File: src/rtl/serial_adder_pkg.sv
// Shared definitions for the bit-serial adder: FSM state encoding and the
// counter-width helper used to size the bit counter.
package serial_adder_pkg;

   typedef enum logic [1:0] {
      ST_IDLE = 2'd0,
      ST_RUN  = 2'd1,
      ST_DONE = 2'd2
   } state_t;

   // Ceiling log2, never below 1 so a counter always has at least one bit.
   function automatic int clog2(input int value);
      int r;
      r = 0;
      for (int i = 0; i < 32; i++) begin
         if ((1 << r) < value) r = r + 1;
      end
      return (r < 1) ? 1 : r;
   endfunction

endpackage

File: src/rtl/serial_adder_if.sv
// Request/result bundle of the serial adder: start/busy/done handshake,
// operands in, registered sum and status flags out.
interface serial_adder_if #(
   parameter int WIDTH = 8
) ();

   logic             start;
   logic [WIDTH-1:0] a;
   logic [WIDTH-1:0] b;
   logic             cin;
   logic             busy;
   logic             done;
   logic [WIDTH-1:0] sum;
   logic             cout;
   logic             ovf;
   logic             parity;

   modport master (
      output start, a, b, cin,
      input  busy, done, sum, cout, ovf, parity
   );

   modport slave (
      input  start, a, b, cin,
      output busy, done, sum, cout, ovf, parity
   );

endinterface

File: src/rtl/serial_adder_fa_cell.sv
// Single-bit full adder reused every cycle by the serial adder.
module fa_cell (
   input  logic x,
   input  logic y,
   input  logic ci,
   output logic s,
   output logic co
);

   assign s  = x ^ y ^ ci;
   assign co = (x & y) | (x & ci) | (y & ci);

endmodule

File: src/rtl/serial_adder.sv
// Bit-serial WIDTH-bit adder: one full-adder cell processes a bit per cycle,
// LSB first, and the finished word plus flags are published on entry to DONE.
module serial_adder
   import serial_adder_pkg::*;
#(
   parameter int WIDTH = 8
) (
   input  logic            clk,
   input  logic            rst,
   serial_adder_if.slave   bus
);

   localparam int CNT_W = clog2(WIDTH);

   state_t             state, state_nx;
   logic               accept;
   logic               last_bit;

   logic [WIDTH-1:0]   a_sh;
   logic [WIDTH-1:0]   b_sh;
   logic [WIDTH-1:0]   res_sh;
   logic [WIDTH-1:0]   res_full;
   logic [CNT_W-1:0]   cnt;
   logic               c_q;

   logic               cell_s;
   logic               cell_co;

   logic [WIDTH-1:0]   sum_q;
   logic               cout_q;
   logic               ovf_q;
   logic               parity_q;

   fa_cell u_cell (
      .x  (a_sh[0]),
      .y  (b_sh[0]),
      .ci (c_q),
      .s  (cell_s),
      .co (cell_co)
   );

   assign last_bit = (cnt == CNT_W'(WIDTH - 1));
   assign res_full = {cell_s, res_sh[WIDTH-1:1]};

   always_ff @(posedge clk) begin
      if (rst) state <= ST_IDLE;
      else     state <= state_nx;
   end

   always_comb begin
      state_nx = state;
      accept   = 1'b0;
      unique case (state)
         ST_IDLE: begin
            if (bus.start) begin
               accept   = 1'b1;
               state_nx = ST_RUN;
            end
         end
         ST_RUN: begin
            if (last_bit) state_nx = ST_DONE;
         end
         ST_DONE: begin
            if (bus.start) begin
               accept   = 1'b1;
               state_nx = ST_RUN;
            end else begin
               state_nx = ST_IDLE;
            end
         end
         default: state_nx = ST_IDLE;
      endcase
   end

   always_ff @(posedge clk) begin
      if (rst) begin
         a_sh     <= '0;
         b_sh     <= '0;
         res_sh   <= '0;
         cnt      <= '0;
         c_q      <= 1'b0;
         sum_q    <= '0;
         cout_q   <= 1'b0;
         ovf_q    <= 1'b0;
         parity_q <= 1'b0;
      end else if (accept) begin
         a_sh <= bus.a;
         b_sh <= bus.b;
         c_q  <= bus.cin;
         cnt  <= '0;
      end else if (state == ST_RUN) begin
         a_sh   <= a_sh >> 1;
         b_sh   <= b_sh >> 1;
         c_q    <= cell_co;
         res_sh <= res_full;
         cnt    <= cnt + CNT_W'(1);
         // On the MSB cycle c_q is exactly the carry into the MSB.
         if (last_bit) begin
            sum_q    <= res_full;
            cout_q   <= cell_co;
            ovf_q    <= c_q ^ cell_co;
            parity_q <= ^res_full;
         end
      end
   end

   assign bus.busy   = (state == ST_RUN);
   assign bus.done   = (state == ST_DONE);
   assign bus.sum    = sum_q;
   assign bus.cout   = cout_q;
   assign bus.ovf    = ovf_q;
   assign bus.parity = parity_q;

endmodule

File: src/flat_wrapper.sv
// flat-port wrapper written by rule: the top's interface ports become plain ports
module serial_adder_flat import serial_adder_pkg::*;
#(
   parameter int WIDTH = 8
)
  (clk, rst, bus_start, bus_a, bus_b, bus_cin, bus_busy, bus_done, bus_sum, bus_cout, bus_ovf, bus_parity);
  serial_adder_if #(.WIDTH(WIDTH)) bus_i ();
  input  logic clk;
  input  logic rst;
  input wire logic [$bits(bus_i.start)-1:0] bus_start;
  input wire logic [$bits(bus_i.a)-1:0] bus_a;
  input wire logic [$bits(bus_i.b)-1:0] bus_b;
  input wire logic [$bits(bus_i.cin)-1:0] bus_cin;
  output wire logic [$bits(bus_i.busy)-1:0] bus_busy;
  output wire logic [$bits(bus_i.done)-1:0] bus_done;
  output wire logic [$bits(bus_i.sum)-1:0] bus_sum;
  output wire logic [$bits(bus_i.cout)-1:0] bus_cout;
  output wire logic [$bits(bus_i.ovf)-1:0] bus_ovf;
  output wire logic [$bits(bus_i.parity)-1:0] bus_parity;
  assign bus_i.start = bus_start;
  assign bus_i.a = bus_a;
  assign bus_i.b = bus_b;
  assign bus_i.cin = bus_cin;
  assign bus_busy = bus_i.busy;
  assign bus_done = bus_i.done;
  assign bus_sum = bus_i.sum;
  assign bus_cout = bus_i.cout;
  assign bus_ovf = bus_i.ovf;
  assign bus_parity = bus_i.parity;
  serial_adder #(.WIDTH(WIDTH)) u_core (.clk(clk), .rst(rst), .bus(bus_i));
endmodule
File: config.mk
export PLATFORM = sky130hd
export DESIGN_NAME = serial_adder_flat
export DESIGN_NICKNAME = d
export VERILOG_FILES = /design/src/rtl/serial_adder_pkg.sv /design/src/rtl/serial_adder_if.sv /design/src/rtl/serial_adder_fa_cell.sv /design/src/rtl/serial_adder.sv /design/src/flat_wrapper.sv
export SDC_FILE = /design/constraint.sdc
export NUM_CORES = 1
export LEC_CHECK = 0
export ABC_AREA = 1
export ABC_CLOCK_PERIOD_IN_PS = 3100
export CORE_MARGIN = 1
export CORE_UTILIZATION = 55
export DETAILED_ROUTE_END_ITERATION = 7
export PLACE_DENSITY = 0.84
export SETUP_SLACK_MARGIN = 0.15
export SLEW_MARGIN = 10
export SYNTH_ARGS = -nofsm -noshare
export SYNTH_HDL_FRONTEND = slang
export SYNTH_HIERARCHICAL = 1
export SYNTH_SLANG_ARGS = --single-unit
export TNS_END_PERCENT = 10
File: constraint.sdc
create_clock -name clk -period 3.1 [get_ports clk]
set_input_delay 0.62 -clock clk [delete_from_list [all_inputs] [get_ports clk]]
set_output_delay 0.62 -clock clk [all_outputs]
set_load 0.01 [all_outputs]
Word-level counts from Yosys, hierarchy flattened
Index checks and enable logic that the tools add are counted.
- equality and inequality tests: 5
- multiplexer cells: 12
- add/subtract/negate cells: 1
- bitwise operators: 9
- reduce and logical (&&, ||, !) cells: 8
- operators with widths (kind ; number):
    $mux W8 ; 4
    $reduce_xor A8 Y1 ; 1
    $pmux W2 S3 ; 1
    $mux W1 ; 5
    $mux W2 ; 2
    $reduce_and A2 Y1 ; 2
    $reduce_or A2 Y1 ; 2
    $add A3 B1 Y3 const B ; 1
    $and A1 B1 Y1 ; 3
    $eq A3 B3 Y1 const B ; 1
    $reduce_and A3 Y1 ; 1
    $xor A1 B1 Y1 ; 3
    $eq A2 B1 Y1 const B ; 1
    $eq A2 B2 Y1 const B ; 1
    $logic_not A2 Y1 ; 1
    $ne A2 B1 Y1 const B ; 1
    $ne A2 B2 Y1 const B ; 1
    $or A1 B1 Y1 ; 2
    $reduce_bool A2 Y1 ; 1
    $not A1 Y1 ; 1
- input port bits: 20
- register bits after elaboration: 41
- output and inout port bits: 13
- word-level logic and storage cells: 45

Longest topological paths before layout
- depth after elaboration: 5
- mapped depth: 10
- mapped depth without buffers: 10

Hierarchy
Netlist, hierarchy kept.
- by module, submodules not included (module ; seq. area each (um^2) ; cells an instance ; area an instance (um^2) ; times used):
    serial_adder ; 800.8 ; 226 ; 1750.4 ; 1
    fa_cell ; 0.0 ; 1 ; 20.0 ; 1

Worst setup path before layout
OpenSTA, ideal clock, no wires.
- path kind: reg-to-reg
- start point: register u_core.b_sh[0]
- end point: register u_core.parity_q (netlist: u_core/bus.parity)
- buffers on the path: 0
- clock period less this slack: 1452 ps
- library setup time: 109 ps
- cell stages (with the launch flop): 11
- data arrival time: 1343 ps
- path slack: 1648 ps
- data required time: 2991 ps
- cell sequence: dfxtp_1 > fa_1 > inv_1 > nand2_1 > nand2_1 > nand2_1 > nand2_1 > nand2_1 > nand3_1 > nand2_1 > inv_1
- longest elaborated chain between the ends: 3
- ends and longest elaborated chain (what ; RTL line ; source):
    start, declared ; serial_adder.sv:20 ; logic [WIDTH-1:0] b_sh;
    start signal, assigned ; serial_adder.sv:88 ; b_sh <= bus.b;
    start signal, assigned ; serial_adder.sv:93 ; b_sh <= b_sh >> 1;
    $xor A1 B1 Y1 (2 in a row) ; serial_adder_fa_cell.sv:10 ; assign s = x ^ y ^ ci;
    net u_core.cell_s ; serial_adder.sv:26 ; logic cell_s;
    $reduce_xor A8 Y1 ; serial_adder.sv:102 ; parity_q <= ^res_full;
    end signal, assigned ; serial_adder.sv:102 ;
    end, declared ; serial_adder.sv:32 ; logic parity_q;
The timed path passes the listed nets, and every way through them passes these cells.
A chain may end at the register's enable or synchronous reset.

Worst setup path after layout
- start point: register u_core.state[0]
- end point: output bus_busy
- longest elaborated chain between the ends: 1
- ends and longest elaborated chain (what ; RTL line ; source):
    start, declared ; serial_adder.sv:15 ; state_t state, state_nx;
    start signal, assigned ; serial_adder.sv:47 ; else state <= state_nx;
    $eq A2 B1 Y1 ; serial_adder.sv:107 ; assign bus.busy = (state == ST_RUN);
    end, declared ; flat_wrapper.sv:14 ; output wire logic [$bits(bus_i.busy)-1:0] bus_busy;
Every way passes these cells.

==> impl_metrics.py <==
metrics = {
    "outcome": {
        "outcome": "finished clean",
    },
    "sta": {
        "timing_worst_slew_pin_value_ps": 725,
        "hold_viol_final": 0,
        "finalSetupTns_ps": 0,
        "timing.clock.skew_ps": 7.27,
        "maxSlewViolCount": 0,
        "worst_slew_margin_rel_pct": 51.6,
        "period_share_pct": 78.4,
        "rsz0062_at_grt": "no",
        "max_freq_mhz": 411,
        "final_period_minus_worst_setup_slack_ps": 2430,
        "setup_viol": 0,
    },
    "placement": {
        "gpl.final_weighted_congestion": 0.742,
        "placed_area_um2": 2060,
        "io_buffer_count": 32,
        "place_hpwl_mm": 2.28,
    },
    "worst_setup_path": {
        "setup.worst_path.end_class": "primary output",
        "critical_path_arrival_ps": 1810,
        "sum_of_buffers_and_inverters_on_the_critical_path": 2,
        "number_of_cell_instances_on_the_worst_register_to_register_path": 10,
        "worst_r2r_start": "u_core/b_sh[0]",
        "crit-reg2reg-capture": "u_core/bus.parity",
        "worst_path_dominant_cell_family": "buffers and inverters",
        "timing.reg2reg.setup_slack_ps": 1490,
        "start_kind": "flip-flop",
        "crit_path_cell_trace": "nand2_4 > inv_2 > clkdlybuf4s50_1",
        "largest_fanout_on_the_critical_path": 26,
        "worst-endpoint-required_ps": 2480,
        "crit_slowest_cell": "sky130_fd_sc_hd__clkdlybuf4s50_1",
        "biggest_cell_delay_along_the_critical_path_ps": 580,
        "setup.worst_path.class": "reg -> out",
    },
    "hold_path": {
        "min_path_type": "reg -> reg",
        "min_path_cells": 2,
        "timing.hold.worst_endpoint": "u_core/a_sh[6]",
        "hold_path_startpoint": "u_core/a_sh[6]",
    },
    "power": {
        "p_per_area_nw_per_um2": 475,
        "vdd.ir_drop.worst_v": 0.000253,
        "leakagePower_uw": 0.000878,
    },
    "clock_tree": {
        "cts_made_buffers": 5,
        "ctsResizeCount": 0,
        "insertion_delay_ps": 330,
        "cts_htree_levels": 2,
        "clock-root-buffer": "sky130_fd_sc_hd__clkbuf_4",
        "cts_tree": "built",
        "cts.path.max_buffers": 2,
        "clk_pin_slew_worst_paths_ps": 110,
        "postCtsSetupBuffers": 0,
        "tritoncts_num_sinks": 40,
        "cts-hold-fix-buffers": 0,
    },
    "detailed_routing": {
        "route.vias.total": 1510,
        "drt_iter0_drc": 73,
        "viasPerCell": 5.02,
        "drcViolationCount": 0,
        "routed_wirelength_mm": 3.36,
        "drt-wirelength-per-cell_um": 11.2,
        "postRouteAntennaNets": 0,
        "drt_pre_antenna_iters": 4,
    },
    "final_layout": {
        "final_nets": 279,
        "inserted_diodes": 0,
        "post_route_cells_drive_above_1_share_pct": 7.00,
        "area_growth_pct": 19.8,
        "stdcell_area_um2": 2120,
        "fillers": 263,
        "register_area_um2": 801,
        "multi_input_area_um2": 787,
    },
    "grt": {
        "grt_pass1_vias": 1262,
        "grt_pass1_wl_mm": 5.58,
        "grt_start_max_net_pins": 29,
        "grt_antenna_before_repair": 0,
        "grt_remaining_overflow": 0,
        "grt.total_usage_pct": 21.3,
    },
    "die": {
        "initial_utilization_pct": 58.0,
        "floorplan.core_area_um2": 3050,
        "rows": 20,
        "die_w_um": 58.7,
        "design.die.area_um2": 3450,
        "floorplan.die.height_um": 58.7,
        "ports_placed_on_the_boundary": 33,
    },
    "yosys": {
        "synth_mux_area_share_pct": 0,
        "synth_top_family_by_area": "compound AO/OA/AOI/OAI gates",
        "synthesis.instances": 227,
        "synthDistinctLibCells": 29,
        "synth-compound-area-share_pct": 20.7,
        "ys.warnings.count": 6,
        "number_of_register_bits_inferred_by_synthesis": 40,
        "syn_avg_cell_area_um2": 7.80,
        "synth_simple_gate_area_share_pct": 19.7,
        "synth.cell_area_um2": 1770,
        "synth.net_count": 250,
        "fraction_of_the_mapped_netlist_area_in_adder_cells_pct": 2.54,
        "parity_gate_share_of_the_synthesized_area_counting_xor_and_xnor_cells_pct": 1.48,
        "ys_seq_area_share_pct": 45.2,
    },
    "flow_run": {
        "drv.max_cap_violation_count": 0,
    },
}
==> where the power goes <==
group,switching (µW),internal (µW),total (µW)
clock,155,112,268
combinational,103,74.0,177
sequential,19.2,544,563
total,278,730,1010
==> tightest hold or removal path, stage by stage, from the launching register on <==
cell and delay, ps:
sky130_fd_sc_hd__dfxtp_1 330, sky130_fd_sc_hd__nand2_1 60, sky130_fd_sc_hd__a21oi_1 50
==> cells in the mapped netlist (all sizes together) <==
library cell / count / area share, %
inv: 25 / 5.6
o211ai: 1 / 0.71
xnor2: 2 / 0.99
fa: 1 / 1.1
buf: 8 / 4.3
o2111a: 1 / 0.64
a211oi: 6 / 2.8
a221oi: 2 / 0.99
ha: 2 / 1.4
dfxtp: 40 / 45
xor2: 1 / 0.49
nand3: 5 / 1.4
a21oi: 22 / 6.4
nor2: 14 / 3.4
nand2: 62 / 14
a31oi: 1 / 0.35
or2: 1 / 0.49
o21ai: 31 / 8.8
clkbuf: 2 / 0.42
==> per-layer routing <==
metal / global-route usage, % / routed length [µm] / vias up
met3: 5.27 / 146 / 0
met5: 0 / 0 / -
li1: - / - / 795
met2: 33.4 / 1560 / 41
met4: 7.14 / 0 / 0
met1: 28.6 / 1650 / 674
==> final cells by class <==
type	instances	area share, %
Sequential cell	40	37.8
Multi-Input combinational cell	152	37.1
Timing Repair Buffer	32	15.1
Inverter	25	4.66
Clock buffer	8	2.77
Tap cell	44	2.60
==> how the worst max path moves through the flow <==
stage	from	endpoint	slack (ps)	depth (start not counted)
finish	u_core/state[0]	bus_busy	670	3
global route	u_core/state[0]	bus_busy	560	3
CTS	u_core/state[0]	bus_busy	650	3
detailed placement	rst	u_core/b_sh[3]	690	4
global placement	rst	u_core/bus.sum[1]	760	4
floorplan	u_core/b_sh[0]	u_core/bus.parity	1650	10
==> stage by stage <==
stage / hold slack, ps / util [%] / power [µW] / cells / setup slack [ps]
2_1_floorplan: 434 / - / 709 / 227 / 1650
3_3_place_gp: 449 / 67.5 / 747 / 293 / 757
3_5_place_dp: 457 / 67.5 / 751 / 293 / 690
4_1_cts: 474 / 69.5 / 1010 / 301 / 646
5_1_grt: 495 / 69.5 / 1070 / 301 / 560
6_report: 473 / 69.5 / 1010 / 301 / 668
==> cell usage in the layout (no fill, tap or decap), types with 5 or more instances in the layout <==
master	instances
sky130_fd_sc_hd__clkbuf_4	5
sky130_fd_sc_hd__nand3_1	5
sky130_fd_sc_hd__o21ai_0	30
sky130_fd_sc_hd__dfxtp_1	40
sky130_fd_sc_hd__a21oi_1	21
sky130_fd_sc_hd__a211oi_1	5
sky130_fd_sc_hd__nor2_1	13
sky130_fd_sc_hd__inv_1	21
sky130_fd_sc_hd__nand2_1	59
sky130_fd_sc_hd__clkdlybuf4s50_1	32
==> cells by family (layout without fill, tap and decap cells) <==
kind of cell,count (synthesis),in the layout
AO/OA/AOI/OAI,64,64
flip-flops,40,40
AND/OR/NAND/NOR,82,82
buffers and inverters,35,65
adder cells (fa/ha/maj),3,3
XOR/XNOR,3,3
==> flip-flops by register name, indices dropped and copies added, names as in the netlist <==
name	cells
u_core/a_sh	8
u_core/b_sh	8
u_core/bus.cout	1
u_core/bus.ovf	1
u_core/bus.parity	1
u_core/bus.sum	8
u_core/c_q	1
u_core/cnt	3
u_core/res_sh	7
u_core/state	2
Power figures use the tool's default switching activity.
